==> config.mk <==
export PLATFORM = sky130hd
export DESIGN_NAME = btn_debounce_pulse
export DESIGN_NICKNAME = d
export VERILOG_FILES = /design/src/rtl/btn_debounce_pkg.sv /design/src/rtl/sync_2ff.sv /design/src/rtl/btn_debounce_pulse.sv
export SDC_FILE = /design/constraint.sdc
export NUM_CORES = 1
export LEC_CHECK = 0
export ABC_AREA = 1
export ABC_CLOCK_PERIOD_IN_PS = 2200
export CAP_MARGIN = 20
export CORE_ASPECT_RATIO = 1.25
export CORE_UTILIZATION = 40
export CTS_CLUSTER_SIZE = 8
export DETAILED_ROUTE_END_ITERATION = 12
export DONT_BUFFER_PORTS = 1
export MAX_ROUTING_LAYER = met4
export PLACE_DENSITY = 0.55
export SYNTH_ARGS = -nofsm -noshare
export SYNTH_HDL_FRONTEND = slang
export SYNTH_SLANG_ARGS = --single-unit
export TNS_END_PERCENT = 100
==> constraint.sdc <==
create_clock -name clk -period 2.2 [get_ports clk]
set_input_delay 0.55 -clock clk [delete_from_list [all_inputs] [get_ports clk]]
set_output_delay 0.55 -clock clk [all_outputs]
set_load 0.005 [all_outputs]
==> src/rtl/btn_debounce_pkg.sv <==
// Shared types and default timing constants for the push-button debouncer.
// Timing defaults assume a 100 MHz system clock.
package btn_debounce_pkg;

    typedef enum logic [1:0] {
        IDLE,
        PRESS_WAIT,
        PRESSED,
        RELEASE_WAIT
    } btn_state_t;

    localparam int unsigned BTN_STABLE_CYCLES_DEF = 1_000_000;   // 10 ms
    localparam int unsigned BTN_REPEAT_DELAY_DEF  = 50_000_000;  // 500 ms
    localparam int unsigned BTN_REPEAT_PERIOD_DEF = 10_000_000;  // 100 ms

    function automatic int unsigned max_u(input int unsigned a, input int unsigned b);
        return (a > b) ? a : b;
    endfunction

endpackage

==> src/rtl/sync_2ff.sv <==
// Two-flop synchroniser for a single asynchronous board input.
// Synchronous active-high reset clears both stages.
module sync_2ff (
    input  logic clk,
    input  logic reset,
    input  logic d,
    output logic q
);

    logic meta;

    // NOTE: sequential state uses non-blocking assignments so both stages
    // sample their inputs from the same edge; blocking here would collapse
    // the two flops into one.
    always_ff @(posedge clk) begin
        if (reset) begin
            meta <= 1'b0;
            q    <= 1'b0;
        end else begin
            meta <= d;
            q    <= meta;
        end
    end

endmodule

==> src/rtl/btn_debounce_pulse.sv <==
// Push-button debouncer: stable level plus one-cycle press/release pulses.
// Optional auto-repeat of btn_press is built when BTN_DEBOUNCE_AUTOREPEAT_EN is defined.
module btn_debounce_pulse
    import btn_debounce_pkg::*;
#(
    parameter int unsigned STABLE_CYCLES = BTN_STABLE_CYCLES_DEF,
    parameter int unsigned REPEAT_DELAY  = BTN_REPEAT_DELAY_DEF,
    parameter int unsigned REPEAT_PERIOD = BTN_REPEAT_PERIOD_DEF
) (
    input  logic clk,
    input  logic reset,
    input  logic btn_in,
    output logic btn_level,
    output logic btn_press,
    output logic btn_release
);

    localparam int unsigned CNT_W = $clog2(STABLE_CYCLES);
    localparam logic [CNT_W-1:0] CNT_LAST = CNT_W'(STABLE_CYCLES - 1);

    logic             btn_sync;
    btn_state_t       state, state_nxt;
    logic [CNT_W-1:0] cnt, cnt_nxt;
    logic             level_nxt, press_nxt, release_nxt;
    logic             rpt_fire;

    sync_2ff u_sync (
        .clk   (clk),
        .reset (reset),
        .d     (btn_in),
        .q     (btn_sync)
    );

    // NOTE: every variable written here gets a default first, so no path
    // through the case statement can leave one unassigned and infer a latch.
    always_comb begin
        state_nxt   = state;
        cnt_nxt     = cnt;
        level_nxt   = btn_level;
        press_nxt   = 1'b0;
        release_nxt = 1'b0;
        case (state)
            IDLE: begin
                if (btn_sync) begin
                    state_nxt = PRESS_WAIT;
                    cnt_nxt   = '0;
                end
            end
            PRESS_WAIT: begin
                if (!btn_sync) begin
                    state_nxt = IDLE;
                end else if (cnt == CNT_LAST) begin
                    state_nxt = PRESSED;
                    level_nxt = 1'b1;
                    press_nxt = 1'b1;
                end else begin
                    cnt_nxt = cnt + 1'b1;
                end
            end
            PRESSED: begin
                if (!btn_sync) begin
                    state_nxt = RELEASE_WAIT;
                    cnt_nxt   = '0;
                end else if (rpt_fire) begin
                    press_nxt = 1'b1;
                end
            end
            RELEASE_WAIT: begin
                if (btn_sync) begin
                    state_nxt = PRESSED;
                end else if (cnt == CNT_LAST) begin
                    state_nxt   = IDLE;
                    level_nxt   = 1'b0;
                    release_nxt = 1'b1;
                end else begin
                    cnt_nxt = cnt + 1'b1;
                end
            end
            default: begin
                state_nxt = IDLE;
            end
        endcase
    end

    always_ff @(posedge clk) begin
        if (reset) begin
            state       <= IDLE;
            cnt         <= '0;
            btn_level   <= 1'b0;
            btn_press   <= 1'b0;
            btn_release <= 1'b0;
        end else begin
            state       <= state_nxt;
            cnt         <= cnt_nxt;
            btn_level   <= level_nxt;
            btn_press   <= press_nxt;
            btn_release <= release_nxt;
        end
    end

`ifdef BTN_DEBOUNCE_AUTOREPEAT_EN
    localparam int unsigned RPT_W = $clog2(max_u(REPEAT_DELAY, REPEAT_PERIOD) + 1);
    localparam logic [RPT_W-1:0] RPT_DELAY_LAST  = RPT_W'(REPEAT_DELAY - 1);
    localparam logic [RPT_W-1:0] RPT_PERIOD_LAST = RPT_W'(REPEAT_PERIOD - 1);

    logic [RPT_W-1:0] rpt_cnt, rpt_cnt_nxt;
    logic             rpt_armed, rpt_armed_nxt;  // first (long) delay already served

    assign rpt_fire = (state == PRESSED) && btn_sync &&
                      (rpt_cnt == (rpt_armed ? RPT_PERIOD_LAST : RPT_DELAY_LAST));

    // Counts only while held in PRESSED; a bounce through RELEASE_WAIT keeps its progress.
    always_comb begin
        rpt_cnt_nxt   = rpt_cnt;
        rpt_armed_nxt = rpt_armed;
        if (state_nxt == IDLE || state_nxt == PRESS_WAIT) begin
            rpt_cnt_nxt   = '0;
            rpt_armed_nxt = 1'b0;
        end else if (state == PRESSED && btn_sync) begin
            if (rpt_fire) begin
                rpt_cnt_nxt   = '0;
                rpt_armed_nxt = 1'b1;
            end else begin
                rpt_cnt_nxt = rpt_cnt + 1'b1;
            end
        end
    end

    always_ff @(posedge clk) begin
        if (reset) begin
            rpt_cnt   <= '0;
            rpt_armed <= 1'b0;
        end else begin
            rpt_cnt   <= rpt_cnt_nxt;
            rpt_armed <= rpt_armed_nxt;
        end
    end
`else
    logic unused_repeat_cfg;

    assign rpt_fire          = 1'b0;
    assign unused_repeat_cfg = ^{REPEAT_DELAY, REPEAT_PERIOD};  // repeat timing has no effect here
`endif

endmodule
==> reports/qor.txt <==
First-pass GRT wire length -> 5.31 mm
Setup crit end kind -> flop
Crit path time final -> 1.78 ns
Post-DP HPWL -> 2.29 mm
Nets -> 224
Main flop type after synthesis -> dfxtp_1
H-tree lvl count -> 1
Distinct cells, synth -> 27
Critical Path RT -> 2.39 ns
Vias in the first global route -> 1269
Mapped Area -> 1470 µm²
Clock buffer depth -> 2
Buffer count from post-CTS setup fixing -> 0
Setup Crit Path Kind -> flop to flop
F_max -> 563 MHz
Critical Path AT -> 1.96 ns
Wire per inst -> 11.6 µm
Root buffer cell -> clkbuf_8
Largest area contributor in the netlist -> dfxtp_1
Syn Nets -> 223
Number of hold buffers added after cts -> 0
Gr ovfl total -> 0
Leak Pwr -> 0.564 nW
Synth warn -> 0
Max_cap viols -> 0
Initial core utilization -> 0.421
DRC Markers -> 0
Relative slew slack -> 0.726
Critical Path Source Type -> flop
Ys async rst share -> 0
Area Growth Syn to Fin -> 4.27%
FP Rows -> 24
CTS sink cnt -> 27
Core Region -> 3480 µm²
Placed cell count -> 254
Initial antenna violation count -> 0
Top post-synthesis cells by area -> dfxtp_1 (37%), nand2_1 (13%), nor2_1 (12%)
Clk_lat worst skew -> 0.28 ns
CTS tree -> done
Sequential area share after synthesis -> 0.369
Post-synth top area share -> 0.369
Avg Cell Area, Syn -> 6.70 µm²
Max FO, Critical Path -> 22
Clock Pin Slew Worst Setup and Hold Paths -> 0.10 ns
Die width -> 56.2 µm
Final std cells w/o fill -> 258
Vias per inst -> 4.96
Final Hold Viols -> 0
EDFF count, synth -> 0
Number of fillers in the final layout -> 385
DRT iter0 DRCs -> 57
Die Height -> 69.7 µm
Total power -> 0.813 mW
VDD IR max -> 0.000306 V
Slew Limit Fails -> 0
Fin crit share -> 0.807
Fin Setup TNS -> 0 ns
Syn Inst Count -> 219
Number of top-level pins -> 6
Fin Hold WS -> 0.323 ns
Most frequent cells in the layout -> nand2_1 (50), nor2_1 (48), dfxtp_1 (27)
RSZ-0062 raised after global routing -> no
Fraction of layout cells with a size suffix above 1 -> 0.0959
Setup Skew -> 0.00350 ns
Resize count post-CTS -> 0
RePlAce Congestion -> 0.814
Most common library cell in the layout ignoring fill and taps -> nand2_1
Drt pass-1 iters -> 5
Setup-failing EPs final -> 0
Post-detailed-routing wire length -> 2.99 mm
Largest net degree at the start of global routing -> 23
Antenna diodes -> 0
DRT antenna net count -> 0
Die area -> 3910 µm²
Status -> completed
Worst Tran Pin Value -> 0.409 ns
CTS buffer count -> 3
Port bufs -> 0
Tot GR Track Use -> 0.174
Pwr Density -> 532 nW/µm²
Vias -> 1280
Worst hold path type -> input port to flop
Synth Register Bits -> 27
==> critical path: stages (launching register included) <==
cell	delay (ns)
dfxtp_1	0.40
ha_1	0.23
nand3_2	0.14
nor2_2	0.21
nand3_4	0.12
nand2_4	0.23
inv_4	0.13
nand2_1	0.10
nand2_1	0.05
nand2_1	0.05
nor2_1	0.03
==> registers in the layout, indices dropped and copies added (netlist names), named ones only <==
| signal | cells |
|---|---|
| btn_level | 1 |
| btn_press | 1 |
| btn_release | 1 |
| cnt | 20 |
| state | 1 |
| u_sync.meta | 1 |
| u_sync.q | 1 |
==> report_power, final <==
group / total, mW / internal (mW) / leakage (nW) / switching (mW)
Combinational: 0.0258 / 0.00689 / 0.324 / 0.0189
Sequential: 0.495 / 0.491 / 0.218 / 0.00314
Clock: 0.292 / 0.129 / 0.0217 / 0.164
Total: 0.813 / 0.627 / 0.564 / 0.186
==> final timing paths <==
check	startpoint	endpoint	slack [ns]	cells past startpoint
setup / recovery	cnt[0]	cnt[10]	0.42	10
hold / removal	reset	cnt[8]	0.32	1
setup reg to reg	cnt[0]	cnt[10]	0.42	10
hold reg to reg	u_sync.meta	u_sync.q	0.42	2
==> layer usage <==
layer  wire length, µm  up-vias  part of all wire  track usage
li1                  -      681                 -            -
met1              1310      570              0.44        0.193
met2              1540       22              0.51        0.312
met3                76        7             0.025       0.0224
met4                59        0             0.020       0.0650
met5                 0        -                 0            -
==> cell families (layout without fill, tap and decap cells) <==
| group | Yosys count | in the layout | share of synthesized area |
|---|---|---|---|
| AND/OR/NAND/NOR | 138 | 138 | 0.433 |
| adder cells (fa/ha/maj) | 1 | 1 | 0.00853 |
| AO/OA/AOI/OAI | 16 | 16 | 0.0597 |
| buffers and inverters | 32 | 32 | 0.0998 |
| flip-flops | 27 | 27 | 0.369 |
| XOR/XNOR | 5 | 5 | 0.0299 |
==> final cells by class <==
class / instances / area, µm² / area share
clock buffers: 3 / 41.3 / 0.0270
clock inverters: 1 / 7.51 / 0.00491
inverters: 27 / 104 / 0.0679
multi-input cells: 160 / 779 / 0.510
flip-flops and latches: 27 / 541 / 0.354
well taps: 39 / 48.8 / 0.0319
repair buffers: 1 / 7.51 / 0.00491
==> stage by stage <==
| stage | instance area [µm²] | worst slack [ns] | util |
|---|---|---|---|
| finish | 1530 | 0.425 | 0.439 |
| global placement | 1480 | 0.527 | 0.425 |
| floorplan | 1470 | 0.716 | - |
| global route | 1530 | 0.245 | 0.439 |
| CTS | 1530 | 0.419 | 0.439 |
| detailed placement | 1480 | 0.434 | 0.425 |
==> synth_stat cells (2+ instances only) <==
| cell | count |
|---|---|
| nor2_1 | 48 |
| nand2_1 | 50 |
| buf_6 | 3 |
| xor2_1 | 5 |
| nor2_2 | 5 |
| inv_1 | 25 |
| nor3_1 | 4 |
| nor3b_1 | 2 |
| nand3_1 | 12 |
| nand4_1 | 5 |
| o21bai_1 | 3 |
| nand2_2 | 3 |
| dfxtp_1 | 27 |
| a21oi_1 | 9 |
| o21ai_0 | 4 |
| nand3_2 | 2 |
| nor2_4 | 2 |
Note: power is estimated with default switching activity, not from simulation.
